$ cat config.mk
export PLATFORM = sky130hd
export DESIGN_NAME = seg7_scan_driver
export DESIGN_NICKNAME = d
export VERILOG_FILES = /design/src/rtl/seg7_scan_driver.sv
export SDC_FILE = /design/constraint.sdc
export NUM_CORES = 1
export LEC_CHECK = 0
export CAP_MARGIN = 20
export CORE_MARGIN = 3
export CORE_UTILIZATION = 58
export DETAILED_ROUTE_END_ITERATION = 16
export PLACE_DENSITY = 0.86
export SYNTH_ARGS = -nofsm -noshare
export SYNTH_HDL_FRONTEND = slang
export SYNTH_SLANG_ARGS = --single-unit
$ cat constraint.sdc
create_clock -name clk -period 3.1 [get_ports clk]
set_input_delay 0.62 -clock clk [delete_from_list [all_inputs] [get_ports clk]]
set_output_delay 0.62 -clock clk [all_outputs]
set_load 0.005 [all_outputs]
$ cat src/rtl/seg7_scan_driver.sv
// Time-multiplexed common-anode 7-segment scanner with leading-zero blanking and a dead cycle per digit.
// Optional SEG7_BLINK_EN adds blink_in/BLINK_FRAMES per-digit blinking driven by a frame counter.
module seg7_scan_driver #(
  parameter int DIGITS   = 4,
  parameter int PRESCALE = 50000
`ifdef SEG7_BLINK_EN
  , parameter int BLINK_FRAMES = 64
`endif
) (
  input  logic                  clk,
  input  logic                  rst_n,
  input  logic                  load,
  input  logic [4*DIGITS-1:0]   bcd_in,
  input  logic [DIGITS-1:0]     dp_in,
  input  logic                  lzb,
`ifdef SEG7_BLINK_EN
  input  logic [DIGITS-1:0]     blink_in,
`endif
  output logic [6:0]            seg,
  output logic                  dp_n,
  output logic [DIGITS-1:0]     an_n,
  output logic                  frame
);

  localparam int PW = $clog2(PRESCALE);
  localparam int DW = (DIGITS > 1) ? $clog2(DIGITS) : 1;

  logic [PW-1:0]       pc_q, pc_d;
  logic [DW-1:0]       di_q, di_d;
  logic [4*DIGITS-1:0] bcd_q, bcd_d;
  logic [DIGITS-1:0]   dp_q, dp_d;
  logic [6:0]          seg_q, seg_d;
  logic                dp_n_q, dp_n_d;
  logic [DIGITS-1:0]   an_n_q, an_n_d;
  logic                frame_q, frame_d;
  logic                wrap;

  function automatic logic [6:0] decode(input logic [3:0] n);
    case (n)
      4'd0:    decode = 7'b1000000;
      4'd1:    decode = 7'b1111001;
      4'd2:    decode = 7'b0100100;
      4'd3:    decode = 7'b0110000;
      4'd4:    decode = 7'b0011001;
      4'd5:    decode = 7'b0010010;
      4'd6:    decode = 7'b0000010;
      4'd7:    decode = 7'b1011000;
      4'd8:    decode = 7'b0000000;
      4'd9:    decode = 7'b0010000;
      default: decode = 7'b1111111;
    endcase
  endfunction

  always_comb begin
    pc_d  = pc_q + 1'b1;
    di_d  = di_q;
    wrap  = 1'b0;
    bcd_d = load ? bcd_in : bcd_q;
    dp_d  = load ? dp_in : dp_q;
    if (pc_q == PW'(PRESCALE - 1)) begin
      pc_d = '0;
      if (di_q == DW'(DIGITS - 1)) begin
        di_d = '0;
        wrap = 1'b1;
      end else begin
        di_d = di_q + 1'b1;
      end
    end
  end

`ifdef SEG7_BLINK_EN
  localparam int FW = (BLINK_FRAMES > 1) ? $clog2(BLINK_FRAMES) : 1;
  logic [FW-1:0] fc_q, fc_d;
  logic          phase_q, phase_d;

  always_comb begin
    fc_d    = fc_q;
    phase_d = phase_q;
    if (wrap) begin
      if (fc_q == FW'(BLINK_FRAMES - 1)) begin
        fc_d    = '0;
        phase_d = ~phase_q;
      end else begin
        fc_d = fc_q + 1'b1;
      end
    end
  end

  always_ff @(posedge clk or negedge rst_n) begin
    if (!rst_n) begin
      fc_q    <= '0;
      phase_q <= 1'b0;
    end else begin
      fc_q    <= fc_d;
      phase_q <= phase_d;
    end
  end
`endif

  logic [DIGITS-1:0] lz;
  logic              run;
  logic [3:0]        nib;
  logic              dp_sel;
  logic              lz_sel;
  logic              hide;

  always_comb begin
    lz     = '0;
    run    = 1'b1;
    nib    = '0;
    dp_sel = 1'b0;
    lz_sel = 1'b0;
    hide   = 1'b0;
    // lz[j] is set when digit j and every digit above it are zero
    for (int unsigned k = 0; k < DIGITS; k++) begin
      run = run & (bcd_q[4*(DIGITS-1-k) +: 4] == 4'd0);
      lz[DIGITS-1-k] = run;
    end
    for (int unsigned k = 0; k < DIGITS; k++) begin
      if (di_q == DW'(k)) begin
        nib    = bcd_q[4*k +: 4];
        dp_sel = dp_q[k];
        lz_sel = lz[k];
`ifdef SEG7_BLINK_EN
        hide   = phase_q & blink_in[k];
`endif
      end
    end
    seg_d   = '1;
    dp_n_d  = 1'b1;
    an_n_d  = '1;
    frame_d = wrap;
    if (pc_q != '0) begin
      for (int unsigned k = 0; k < DIGITS; k++) begin
        an_n_d[k] = (di_q != DW'(k));
      end
      seg_d  = (lzb && (di_q != '0) && lz_sel) ? 7'b1111111 : decode(nib);
      dp_n_d = ~dp_sel;
      if (hide) begin
        seg_d  = '1;
        dp_n_d = 1'b1;
      end
    end
  end

  always_ff @(posedge clk or negedge rst_n) begin
    if (!rst_n) begin
      pc_q    <= '0;
      di_q    <= '0;
      bcd_q   <= '0;
      dp_q    <= '0;
      seg_q   <= '1;
      dp_n_q  <= 1'b1;
      an_n_q  <= '1;
      frame_q <= 1'b0;
    end else begin
      pc_q    <= pc_d;
      di_q    <= di_d;
      bcd_q   <= bcd_d;
      dp_q    <= dp_d;
      seg_q   <= seg_d;
      dp_n_q  <= dp_n_d;
      an_n_q  <= an_n_d;
      frame_q <= frame_d;
    end
  end

  assign seg   = seg_q;
  assign dp_n  = dp_n_q;
  assign an_n  = an_n_q;
  assign frame = frame_q;

endmodule

==> reports/metrics.yaml, run 1 <==
drive_gt1_share_pct: 19.54
fin_crit_sh_pct: 81.19
cts_resized: 0
hold_viol_final: 0
cts-root-buf: "clkbuf_8"
routed-via-count: 1790
avgSynthCellArea_um2: 11.30
ant_nets: 0
ios: 37
gp_congestion: 0.8348
cts_max_level: 2
cp.required_ps: 3330
crit_fanout: 16
fin_crit_ps: 2517
hold_path.class: "input port to asynchronous set/reset pin"
placed_cells: 302
synth_top_family_by_area: "simple AND/OR/NAND/NOR gates"
grt_max_degree: 49
timing.max_cap.violations: 0
synth_nets: 256
peakVddDrop_mv: 0.3227
worstMarginPinSlew_ps: 627.2
clk_pin_slew_ps: 90
die_w_um: 71.62
ctsHoldBuffers: 0
drv_slew: 0
die_h_um: 71.62
syn_inst: 221
yosysWarnings: 0
row_count: 23
nets: 295
rsz0062_at_grt: "no"
die-area_mm2: 0.005129
skew_ps: 6.432
wire_per_inst_um: 15.93
yosys-mux-area-fraction_pct: 9.469
max_freq_mhz: 397.3
insertedDiodeCount: 0
clock_path_buffers: 2
post_cts_buffers: 0
first_iter_violations: 114
start_kind: "flop"
cts_tree: "done"
critPathKind: "flop to flop"
avgViaCountPerCell: 5.756
netlist_area_mm2: 0.002497
synthXorXnorAreaFrac_pct: 4.910
setup_tns_ps: 0
pre_cts_ws_ps: 680.6
initial_core_util_pct: 61.11
grt_pass1_vias: 1744
arrival_ps: 2750
dr.pass1.iters: 4
synth_cell_types: 42
status: "finished, final reports clean"
synthAdderAreaFrac_pct: 5.511
numClockSinks: 51
antenna_found_initial: 0
port_buffers: 36
synth-compound-area-share_pct: 7.665
final_util_pct: 73.42
power_density_mw_per_mm2: 430.6
wl_um: 4953
final_common_cell: "dfrtp_1"
n_fill_cell: 295
seq_area_frac_synth_pct: 51.70
mostFrequentLayoutCells: "39 x dfrtp_1, 35 x clkdlybuf4s50_1, 20 x nor2_1, 20 x mux2_2, 18 x nand2_1"
cts_buffers: 5
layout.cells.non_filler: 311
drc_errors: 0
setup-violations-final: 0
relSlewSlack_pct: 57.87
clock_latency_ps: 300
yosys.area_share.simple_pct: 17.08
grt_pass1_wl_um: 8086
dp_hpwl_um: 3434
grt_overflow_total: 0
fp.coreArea_mm2: 0.004086
layout_setup_ws_ps: 583.0
grt_usage_pct: 20.33
end_kind: "flop"
ys_ff_latch: 51
p_leak_nw: 1.289
area_delta_synth_final_pct: 20.14
holdWs_ps: 327.5
Yosys cell counts:
master | n | area share, %
nor3b_1 | 3 | 0.90
nor2b_1 | 4 | 1.0
and3_1 | 2 | 0.50
o211ai_1 | 2 | 0.60
a211oi_1 | 2 | 0.60
clkbuf_1 | 2 | 0.30
nand2b_1 | 1 | 0.25
o211a_1 | 1 | 0.40
dfstp_2 | 12 | 13
o21a_1 | 2 | 0.60
nand3_1 | 4 | 0.80
a21oi_1 | 5 | 1.0
o41a_1 | 1 | 0.45
a311o_1 | 1 | 0.40
o21ai_0 | 9 | 1.8
nor4_4 | 2 | 1.7
nor2_1 | 20 | 3.0
a21boi_0 | 1 | 0.30
nor4_1 | 5 | 1.3
ha_1 | 11 | 5.5
nand3_2 | 1 | 0.40
a221oi_1 | 1 | 0.35
nand3b_1 | 4 | 1.2
buf_4 | 1 | 0.30
xnor2_1 | 7 | 2.5
nand2_2 | 1 | 0.25
mux2_1 | 1 | 0.45
nand2_1 | 18 | 2.7
nand4_1 | 6 | 1.5
xor2_1 | 7 | 2.5
nor4b_1 | 1 | 0.35
inv_1 | 12 | 1.8
a311oi_1 | 1 | 0.35
dfrtp_1 | 39 | 39
buf_2 | 4 | 0.80
nor3_2 | 2 | 0.80
mux2_2 | 20 | 9.0
buf_6 | 1 | 0.45
or2_2 | 1 | 0.25
a21o_1 | 1 | 0.30
a211oi_2 | 1 | 0.50
nor3_1 | 1 | 0.20
critical path, cell delays in order (launching register included):
cell and delay [ps]:
dfrtp_1 410, ha_1 460, nor2_1 150, o211a_1 140, a221oi_1 470, inv_1 180, ha_1 250, nor2_1 130
a211oi_1 60, o21ai_0 190
cell type report:
class	count	area, µm²	area share (%)
inverter	12	45.04	1.501
tap	50	62.56	2.085
clock buffer	7	76.32	2.544
timing repair buffer	40	405.4	13.51
sequential	51	1291	43.04
multi-input combinational	150	1115	37.16
clock inverter	1	5.005	0.1668
state kept, by name, summed over array words and instances (netlist names):
| signal | count |
|---|---|
| an_n | 4 |
| seg | 7 |
| dp_q | 4 |
| di_q | 2 |
| dp_n | 1 |
| frame | 1 |
| pc_q | 16 |
| bcd_q | 16 |
cell families after synthesis:
group,after synthesis
flops,51
mux,21
compound gates,28
simple gates,76
xor+xnor,14
fa+ha+maj,11
buf+inv,20
path summary, 6_finish.rpt:
| path | start | endpoint | slack (ps) | cells past startpoint |
|---|---|---|---|---|
| worst max-delay path | di_q[0] | seg[4] | 580 | 9 |
| worst min register to register | bcd_q[0] | bcd_q[0] | 520 | 1 |
| worst max register to register | di_q[0] | seg[4] | 580 | 9 |
| max in group asynchronous | rst_n | seg[0] | 2020 | 3 |
| worst min-delay path | rst_n | bcd_q[12] | 330 | 1 |
| min in group clk | bcd_q[0] | bcd_q[0] | 520 | 1 |
metal layers:
layer  global-route usage, %  share of wire, %
met3                   4.628               5.5
met1                   27.88                45
met5                       0                 0
met2                   32.04                47
met4                   7.098               2.4
report_power, final:
part           internal [mW]  switching, mW  leakage (nW)
clock network          0.159          0.207        0.0422
logic                  0.106         0.0765         0.636
registers              0.719         0.0246         0.611
total                  0.984          0.308          1.29
stage by stage:
| step | total power, mW | cell area, µm² |
|---|---|---|
| detailed placement | 0.9323 | 2892 |
| finish | 1.292 | 3000 |
| global route | 1.349 | 3000 |
| floorplan | 0.8324 | 2497 |
| global placement | 0.9250 | 2892 |
| CTS | 1.296 | 2973 |
No activity file was read; power rests on OpenSTA's default activity.
==> run 2: changes to the inputs <==
--- a/config.mk
+++ b/config.mk
@@ -7,9 +7,9 @@
 export LEC_CHECK = 0
 export CAP_MARGIN = 20
 export CORE_MARGIN = 3
-export CORE_UTILIZATION = 58
+export CORE_UTILIZATION = 48
 export DETAILED_ROUTE_END_ITERATION = 16
-export PLACE_DENSITY = 0.86
+export PLACE_DENSITY = 0.76
 export SYNTH_ARGS = -nofsm -noshare
 export SYNTH_HDL_FRONTEND = slang
 export SYNTH_SLANG_ARGS = --single-unit
==> constraint.sdc (replaced) <==
create_clock -name clk -period 2.2 [get_ports clk]
set_input_delay 0.44 -clock clk [delete_from_list [all_inputs] [get_ports clk]]
set_output_delay 0.44 -clock clk [all_outputs]
set_load 0.005 [all_outputs]
==> run 2 against run 1 <==
Worst hold slack worse by 190 ps. Routed wire length fell by 5.9%. Fmax rose by 22%. Sequential share of layout area fell by 1.6 points. Power grew 45%. Critical path type unchanged. Register-to-register slack lost 440 ps.
==> reports/metrics.yaml, run 2 (synthesis gave the netlist of run 1 again) <==
crit_fanout: 10
critPathKind: "flop to flop"
wire_per_inst_um: 13.88
die-area_mm2: 0.006104
rsz0062_at_grt: "no"
final_common_cell: "dfrtp_1"
placed_cells: 328
drive_gt1_share_pct: 25.28
grt_use_met1_pct: 22.13
fin_crit_sh_pct: 93.44
ios: 37
relSlewSlack_pct: 60.02
wl_um: 4662
port_buffers: 36
r2r_slack_ps: 140
cp.required_ps: 2430
p_leak_nw: 1.335
ctsHoldBuffers: 0
grt_max_degree: 27
grtUsageMet3_pct: 3.440
fin_crit_ps: 2056
grt_pass1_vias: 1777
clock_latency_ps: 300
worstMarginPinSlew_ps: 599.7
worstPathCellList: "ha_1, buf_4, nor2b_1, a211oi_2, buf_4, ha_1, inv_1, o21a_1, o21ai_0"
end_kind: "flop"
grt_overflow_total: 0
cp_slowest_cell: "dfrtp_2"
cts_buffers: 5
dp_hpwl_um: 3525
peakVddDrop_mv: 0.4317
insertedDiodeCount: 0
holdWs_ps: 137.5
area_delta_synth_final_pct: 25.15
status: "finished, final reports clean"
start_kind: "flop"
cts_max_level: 2
final_util_pct: 64.05
ant_nets: 0
use_met2_pct: 25.26
n_fill_cell: 390
timing.max_cap.violations: 0
clk_pin_slew_ps: 90
dr.pass1.iters: 4
drv_slew: 0
die_h_um: 78.13
cpPeakStageDelay_ps: 460
initial_core_util_pct: 51.18
avgViaCountPerCell: 5.271
cts-root-buf: "clkbuf_8"
antenna_found_initial: 0
row_count: 25
cts_tree: "done"
numClockSinks: 51
hold_viol_final: 0
skew_ps: 5.210
power.total_mw: 1.877
first_iter_violations: 116
routed-via-count: 1771
grt_usage_pct: 16.39
arrival_ps: 2280
die_w_um: 78.13
max_freq_mhz: 486.5
grt_pass1_wl_um: 7948
fp.coreArea_mm2: 0.004880
cts_resized: 0
clock_path_buffers: 2
mostFrequentLayoutCells: "37 x dfrtp_1, 35 x clkdlybuf4s50_1, 20 x nor2_1, 20 x mux2_2, 18 x nand2_1"
setup_tns_ps: 0
layout.cells.non_filler: 336
hold_path.class: "input port to asynchronous set/reset pin"
setup-violations-final: 0
gp_congestion: 0.8123
drc_errors: 0
nets: 303
power_density_mw_per_mm2: 600.4
post_cts_buffers: 0
grt_busiest_layer: "met2"
[run 2: layer usage]
layer  up-vias  wire (µm)
met2        43       2205
met1       860       2172
met3         9        175
li1        859          -
met4         0        108
met5         -          0
[run 2: power breakdown]
part	internal, mW	switching, mW
Combinational	0.151	0.102
Clock	0.287	0.288
Sequential	1.01	0.0347
[run 2: worst paths after layout]
path,from,to,cells after the start
max,di_q[0],seg[2],9
min,rst_n,bcd_q[13],1
max reg2reg,di_q[0],seg[2],9
min reg2reg,pc_q[7],pc_q[7],1
max in group asynchronous,rst_n,an_n[2],2
min in group clk,pc_q[7],pc_q[7],1
[run 2: through the flow]
stage	instance area [µm²]	setup WS [ps]
2_1_floorplan	2497	127.0
3_3_place_gp	2993	187.5
3_5_place_dp	2993	81.91
4_1_cts	3093	69.16
5_1_grt	3126	21.62
6_report	3126	144.3
[run 2: critical path: cells and delay by family, from the launching register on]
kind	cells	cell delay, ps
AOI/OAI and AO/OA	3	580
DFF	1	460
buffers and inverters	3	420
adders and majority gates	2	400
and+or+nand+nor	1	140
[run 2: area by class of cell]
type                       instances  area (µm²)  area share [%]
timing repair buffer              48       457.9           14.65
tap                               67       83.83           2.682
sequential                        51        1294           41.39
clock buffer                       8       100.1           3.203
multi-input combinational        150        1145           36.63
inverter                          12       45.04           1.441
